[config.mk]
export PLATFORM = sky130hd
export DESIGN_NAME = decode_stage
export DESIGN_NICKNAME = d
export VERILOG_FILES = /design/src/rtl/decode_stage.sv
export SDC_FILE = /design/constraint.sdc
export NUM_CORES = 1
export LEC_CHECK = 0
export ABC_CLOCK_PERIOD_IN_PS = 1700
export CAP_MARGIN = 5
export CORE_MARGIN = 3
export CORE_UTILIZATION = 40
export DETAILED_ROUTE_END_ITERATION = 6
export PLACE_DENSITY = 0.75
export SKIP_LAST_GASP = 1
export SLEW_MARGIN = 15
export SYNTH_ARGS = -nofsm -noshare
export SYNTH_HDL_FRONTEND = slang
export SYNTH_SLANG_ARGS = --single-unit
export TNS_END_PERCENT = 50
[constraint.sdc]
create_clock -name clk -period 1.7 [get_ports clk]
set_input_delay 0.17 -clock clk [delete_from_list [all_inputs] [get_ports clk]]
set_output_delay 0.17 -clock clk [all_outputs]
set_load 0.02 [all_outputs]
[src/rtl/decode_stage.sv]
// RV32I decode stage: decodes the fetched instruction into a control bundle held in a
// one-entry output register behind valid/ready handshakes, with flush and a transfer counter.
module decode_stage #(
  parameter int unsigned XLEN       = 32,
  parameter int unsigned ALU_CTRL_W = 4,
  parameter int unsigned CNT_W      = 32
) (
  input  logic                  clk,
  input  logic                  rst_n,
  input  logic                  in_valid,
  output logic                  in_ready,
  input  logic [31:0]           in_inst,
  input  logic [XLEN-1:0]       in_pc,
  input  logic                  flush,
  output logic                  out_valid,
  input  logic                  out_ready,
  output logic [XLEN-1:0]       out_pc,
  output logic [XLEN-1:0]       out_imm,
  output logic [4:0]            out_rs1,
  output logic [4:0]            out_rs2,
  output logic [4:0]            out_rd,
  output logic                  out_reg_write,
  output logic                  out_alu_src,
  output logic [ALU_CTRL_W-1:0] out_alu_ctrl,
  output logic                  out_mem_read,
  output logic                  out_mem_write,
  output logic                  out_branch,
  output logic                  out_jump,
  output logic [2:0]            out_funct3,
  output logic                  out_illegal,
  output logic [CNT_W-1:0]      dec_count
);

  localparam logic [6:0] OpcOpImm  = 7'b0010011;
  localparam logic [6:0] OpcOp     = 7'b0110011;
  localparam logic [6:0] OpcLui    = 7'b0110111;
  localparam logic [6:0] OpcAuipc  = 7'b0010111;
  localparam logic [6:0] OpcJal    = 7'b1101111;
  localparam logic [6:0] OpcJalr   = 7'b1100111;
  localparam logic [6:0] OpcBranch = 7'b1100011;
  localparam logic [6:0] OpcLoad   = 7'b0000011;
  localparam logic [6:0] OpcStore  = 7'b0100011;

  localparam logic [ALU_CTRL_W-1:0] AluAdd   = ALU_CTRL_W'(0);
  localparam logic [ALU_CTRL_W-1:0] AluSub   = ALU_CTRL_W'(1);
  localparam logic [ALU_CTRL_W-1:0] AluSll   = ALU_CTRL_W'(2);
  localparam logic [ALU_CTRL_W-1:0] AluSlt   = ALU_CTRL_W'(3);
  localparam logic [ALU_CTRL_W-1:0] AluSltu  = ALU_CTRL_W'(4);
  localparam logic [ALU_CTRL_W-1:0] AluXor   = ALU_CTRL_W'(5);
  localparam logic [ALU_CTRL_W-1:0] AluSrl   = ALU_CTRL_W'(6);
  localparam logic [ALU_CTRL_W-1:0] AluSra   = ALU_CTRL_W'(7);
  localparam logic [ALU_CTRL_W-1:0] AluOr    = ALU_CTRL_W'(8);
  localparam logic [ALU_CTRL_W-1:0] AluAnd   = ALU_CTRL_W'(9);
  localparam logic [ALU_CTRL_W-1:0] AluPassB = ALU_CTRL_W'(10);

  // alt selects SUB for funct3 000 and SRA for funct3 101.
  function automatic logic [ALU_CTRL_W-1:0] alu_op(input logic [2:0] f3, input logic alt);
    case (f3)
      3'b000:  alu_op = alt ? AluSub : AluAdd;
      3'b001:  alu_op = AluSll;
      3'b010:  alu_op = AluSlt;
      3'b011:  alu_op = AluSltu;
      3'b100:  alu_op = AluXor;
      3'b101:  alu_op = alt ? AluSra : AluSrl;
      3'b110:  alu_op = AluOr;
      default: alu_op = AluAnd;
    endcase
  endfunction

  logic [6:0]            opcode;
  logic [2:0]            f3;
  logic [6:0]            f7;
  logic [XLEN-1:0]       imm_i, imm_s, imm_b, imm_u, imm_j;
  logic [XLEN-1:0]       imm_d;
  logic [ALU_CTRL_W-1:0] alu_d;
  logic alu_src_d, reg_write_d, mem_read_d, mem_write_d, branch_d, jump_d, illegal_d;

  assign opcode = in_inst[6:0];
  assign f3     = in_inst[14:12];
  assign f7     = in_inst[31:25];
  assign imm_i  = XLEN'($signed(in_inst[31:20]));
  assign imm_s  = XLEN'($signed({in_inst[31:25], in_inst[11:7]}));
  assign imm_b  = XLEN'($signed({in_inst[31], in_inst[7], in_inst[30:25], in_inst[11:8], 1'b0}));
  assign imm_u  = XLEN'($signed({in_inst[31:12], 12'b0}));
  assign imm_j  = XLEN'($signed({in_inst[31], in_inst[19:12], in_inst[20], in_inst[30:21],
                                 1'b0}));

  always_comb begin
    imm_d       = '0;
    alu_d       = AluAdd;
    alu_src_d   = 1'b0;
    reg_write_d = 1'b0;
    mem_read_d  = 1'b0;
    mem_write_d = 1'b0;
    branch_d    = 1'b0;
    jump_d      = 1'b0;
    illegal_d   = 1'b0;
    case (opcode)
      OpcOp: begin
        reg_write_d = 1'b1;
        alu_d       = alu_op(f3, in_inst[30]);
        illegal_d   = !((f7 == 7'h00) || (f7 == 7'h20 && (f3 == 3'b000 || f3 == 3'b101)));
      end
      OpcOpImm: begin
        imm_d       = imm_i;
        alu_src_d   = 1'b1;
        reg_write_d = 1'b1;
        alu_d       = alu_op(f3, (f3 == 3'b101) && in_inst[30]);
        if (f3 == 3'b001 || f3 == 3'b101) illegal_d = !(f7 == 7'h00 || f7 == 7'h20);
      end
      OpcLui: begin
        imm_d       = imm_u;
        alu_src_d   = 1'b1;
        reg_write_d = 1'b1;
        alu_d       = AluPassB;
      end
      OpcAuipc: begin
        imm_d       = imm_u;
        alu_src_d   = 1'b1;
        reg_write_d = 1'b1;
      end
      OpcJal: begin
        imm_d       = imm_j;
        reg_write_d = 1'b1;
        jump_d      = 1'b1;
      end
      OpcJalr: begin
        imm_d       = imm_i;
        alu_src_d   = 1'b1;
        reg_write_d = 1'b1;
        jump_d      = 1'b1;
        illegal_d   = (f3 != 3'b000);
      end
      OpcBranch: begin
        imm_d     = imm_b;
        alu_d     = AluSub;
        branch_d  = 1'b1;
        illegal_d = (f3 == 3'b010 || f3 == 3'b011);
      end
      OpcLoad: begin
        imm_d       = imm_i;
        alu_src_d   = 1'b1;
        reg_write_d = 1'b1;
        mem_read_d  = 1'b1;
        illegal_d   = (f3 == 3'b011 || f3 == 3'b110 || f3 == 3'b111);
      end
      OpcStore: begin
        imm_d       = imm_s;
        alu_src_d   = 1'b1;
        mem_write_d = 1'b1;
        illegal_d   = (f3 > 3'b010);
      end
      default: illegal_d = 1'b1;
    endcase
    if (in_inst[11:7] == 5'd0) reg_write_d = 1'b0;
    // Illegal instructions still flow to execute but must have no architectural side effects.
    if (illegal_d) begin
      reg_write_d = 1'b0;
      mem_read_d  = 1'b0;
      mem_write_d = 1'b0;
      branch_d    = 1'b0;
      jump_d      = 1'b0;
    end
  end

  logic capture;
  assign in_ready = !out_valid || out_ready;
  assign capture  = in_valid && in_ready && !flush;

  always_ff @(posedge clk or negedge rst_n) begin
    if (!rst_n) begin
      out_valid     <= 1'b0;
      dec_count     <= '0;
      out_pc        <= '0;
      out_imm       <= '0;
      out_rs1       <= '0;
      out_rs2       <= '0;
      out_rd        <= '0;
      out_reg_write <= 1'b0;
      out_alu_src   <= 1'b0;
      out_alu_ctrl  <= '0;
      out_mem_read  <= 1'b0;
      out_mem_write <= 1'b0;
      out_branch    <= 1'b0;
      out_jump      <= 1'b0;
      out_funct3    <= '0;
      out_illegal   <= 1'b0;
    end else begin
      if (out_valid && out_ready) dec_count <= dec_count + CNT_W'(1);
      if (flush) begin
        out_valid <= 1'b0;
      end else if (capture) begin
        out_valid     <= 1'b1;
        out_pc        <= in_pc;
        out_imm       <= imm_d;
        out_rs1       <= in_inst[19:15];
        out_rs2       <= in_inst[24:20];
        out_rd        <= in_inst[11:7];
        out_reg_write <= reg_write_d;
        out_alu_src   <= alu_src_d;
        out_alu_ctrl  <= alu_d;
        out_mem_read  <= mem_read_d;
        out_mem_write <= mem_write_d;
        out_branch    <= branch_d;
        out_jump      <= jump_d;
        out_funct3    <= f3;
        out_illegal   <= illegal_d;
      end else if (out_ready) begin
        out_valid <= 1'b0;
      end
    end
  end

endmodule

==> flow_metrics.py <==
metrics = {
    "die": {
        "num_rows": 42,
        "start_util_pct": 41.8,
        "fp.dieH_microns": 125,
        "core-area_sq_um": 13600,
        "ioPinCount": 196,
        "die_width_microns": 125,
        "die_area_sq_um": 15600,
    },
    "grt": {
        "overflow": 0,
        "grt_max_degree": 51,
        "grt_pass1_wl_microns": 28200,
        "antenna_found_initial": 0,
        "first_global_vias": 5545,
        "grt_use_total_pct": 22.2,
    },
    "timing": {
        "finalHoldViolCount": 0,
        "fmax_ghz": 0.593,
        "fin_worst_skew_ns": 0.00696,
        "finalSetupViolCount": 0,
        "worst_slack_ns": 0.0138,
        "rsz0062_at_grt": "yes",
        "fin_crit_ns": 1.69,
        "tightestPinTransition_ns": 0.489,
        "finalCritPeriodShare_pct": 99.2,
        "slew_violations": 0,
        "relSlewSlack_pct": 67.3,
    },
    "flow_run": {
        "max_cap_viol_count": 0,
    },
    "layout": {
        "diodes": 0,
        "nets": 916,
        "drive_above_1_share_pct": 16.8,
        "syn_to_final_growth_pct": 58.7,
        "layout_commonest_cell": "nand2_1",
        "n_fill_cell": 1085,
        "final_cell_mix": "nand2_1 (211), clkdlybuf4s50_1 (191), dfrtp_1 (124)",
    },
    "clock_tree": {
        "cts_tree": "yes",
        "clock_sink_count": 126,
        "cts-root-buf": "clkbuf_16",
        "cts-buffers-inserted": 17,
        "h-tree-depth": 4,
        "clock_latency_ns": 0.41,
        "clk_pin_slew_worst_paths_ns": 0.05,
        "clockBufferDepth": 2,
    },
    "run_status": {
        "status": "completed",
    },
    "routing": {
        "drtPass1Iterations": 5,
        "vias": 5355,
        "avgViaCountPerCell": 5.18,
        "ant_nets": 0,
        "drt_iter0_drc": 293,
        "drc": 0,
        "routedWlPerCell_microns": 16.7,
        "wirelength_microns": 17200,
    },
    "critical_path": {
        "worst_setup_path_end_kind": "output port",
        "rrSetupSlack_ns": 0.07,
        "required_ns": 1.53,
        "crit_fanout": 6,
        "start_kind": "flop",
        "reg2reg_depth": 7,
        "reg2reg_to": "out_imm[21]$_DFFE_PN0P_",
        "cp.arrival_ns": 1.52,
        "max_stage_delay_ns": 0.61,
        "critPathBufInv": 2,
        "cp_slowest_cell": "clkdlybuf4s50_1",
        "timing.rr.start": "out_valid$_DFFE_PN0P_",
        "cp-startpoint": "dec_count[9]$_DFFE_PN0P_",
        "crit_chain": "buf_4, clkdlybuf4s50_1",
        "worstSetupPathType": "flop to output port",
        "crit_family": "buffers and inverters",
    },
    "power_and_ir_drop": {
        "power.ir.vdd_worst_uv": 664,
        "seqPwrFrac_pct": 38.6,
        "power_frac_comb_pct": 21.6,
        "power_density_nw_per_um2": 993,
        "p_int_w": 0.00654,
        "clkPwrFrac_pct": 39.8,
        "p_total_w": 0.00893,
        "leakage_nw": 4.22,
        "swShare_pct": 26.7,
        "p_switching_w": 0.00239,
    },
    "synthesis": {
        "synth_edf_count": 0,
        "netlist-cell-type-count": 54,
        "synth.avg_cell_area_sq_um": 9.69,
        "ys_warn_count": 0,
        "ys_seq_elements": 126,
        "synth_flop_cell": "dfrtp_1",
        "syn_area_sq_um": 5670,
        "syn_inst": 585,
        "syn_nets": 655,
        "synth-seq-area-share_pct": 55.6,
        "synthArstFlopShare_pct": 100,
    },
    "worst_hold_path": {
        "min_path_type": "input pin to asynchronous set/reset pin",
    },
    "placed_design": {
        "pre_cts_ws_ns": -0.347,
        "gp_congestion": 0.930,
        "io_buffers": 195,
        "dp_hpwl_microns": 12900,
    },
}
registers in the layout, indices dropped and copies added (netlist names):
signal and cells:
out_alu_src 1, out_rs1 5, out_rd 5, out_mem_read 1, out_branch 1, out_rs2 5, out_illegal 1, out_jump 1
out_alu_ctrl 4, out_funct3 3, out_imm 32, out_mem_write 1, out_pc 32, out_valid 1, out_reg_write 1, dec_count 32
worst reg2reg max path, delay by kind of cell (launching register included):
family	cells	cell delay (ns)
AND/OR/NAND/NOR	2	0.33
flip-flops	1	0.41
AO/OA/AOI/OAI	2	0.27
buffers and inverters	3	0.49
power groups by stage:
stage	registers (W)	clock network (W)	logic [W]
floorplan	0.00384	0	0.000447
finish	0.00345	0.00356	0.00193
global placement	0.00349	0	0.00185
detailed placement	0.00350	0	0.00189
CTS	0.00345	0.00364	0.00195
global route	0.00348	0.00376	0.00207
routing by layer:
metal	global-route usage [%]	part of all wire, %	vias to the layer above
met4	9.25	2.6	0
met2	36.3	48	237
met1	26.9	41	2600
li1	-	-	2479
met5	0	0	-
met3	7.59	8.6	39
worst max path at each step:
stage | end | slack [ns] | cells after the start
2_1_floorplan | out_imm[21]$_DFFE_PN0P_ | -0.02 | 6
3_3_place_gp | out_alu_ctrl[0]$_DFFE_PN0P_ | -0.30 | 7
3_5_place_dp | out_alu_ctrl[0]$_DFFE_PN0P_ | -0.35 | 7
4_1_cts | dec_count[9] | -0.01 | 2
5_1_grt | out_imm[21]$_DFFE_PN0P_ | -0.03 | 7
6_report | dec_count[9] | 0.01 | 2
synthesized netlist by cell type, types with 2 or more instances:
library cell	number	area, sq um
xnor2_1	18	158
nor3b_2	2	25.0
nand3_2	4	40.0
nand3b_1	2	15.0
nand3_1	22	110
a22o_1	8	70.1
o21ai_1	3	15.0
o21ai_0	10	50.1
a211oi_1	3	22.5
inv_1	8	30.0
a2111oi_0	2	17.5
and2_1	4	25.0
dfrtp_1	126	3150
a22oi_1	3	22.5
o211ai_1	3	22.5
xor2_1	14	123
and3b_1	2	17.5
nand2_1	212	796
nand4_1	9	56.3
a21oi_1	11	55.1
and3_1	8	50.1
nor2_1	29	109
a22oi_2	9	113
buf_4	3	22.5
nor2b_1	4	25.0
o31ai_1	3	22.5
nor3_1	6	30.0
clkbuf_1	8	30.0
buf_2	19	95.1
a221oi_1	5	43.8
nor4_4	2	42.5
through the flow:
step	utilization, %	TNS (ns)	hold slack, ns	cells	instance area [sq um]
after floorplan	-	-0.0285	-0.126	585	5670
after global placement	61.5	-11.95	0.141	998	8330
after detailed placement	61.5	-18.68	0.143	998	8330
after CTS	66.1	-0.0252	0.246	1032	8960
after global routing	66.3	-0.122	0.289	1033	8990
final	66.3	0	0.252	1033	8990
cells by family (layout without fill, tap and decap cells):
kind of cell	Yosys count	count (layout)	synth area share, %
DFF	126	126	55.6
adders and majority gates	1	1	0.221
and+or+nand+nor	317	317	25.5
buffers and inverters	39	311	3.33
AOI/OAI and AO/OA	68	68	9.96
xor gates and xnor gates	32	32	4.95
muxes	2	2	0.375
layout make-up:
cell class / instances / area (sq um) / area share (%)
inverters: 8 / 30.0 / 0.334
clock inverters: 6 / 82.6 / 0.918
well taps: 176 / 220 / 2.45
clock buffers: 24 / 502 / 5.58
flip-flops and latches: 126 / 3160 / 35.1
multi-input cells: 420 / 2360 / 26.2
repair buffers: 273 / 2640 / 29.4
repair_timing:
action,4_1_cts,5_1_grt
pin swaps,2,4
endpoints found under the hold margin,31,0
hold buffers,1,0
endpoints found under the setup margin,6,47
resized for setup,3,11
setup buffers,3,1
Note: power is estimated with default switching activity, not from simulation.
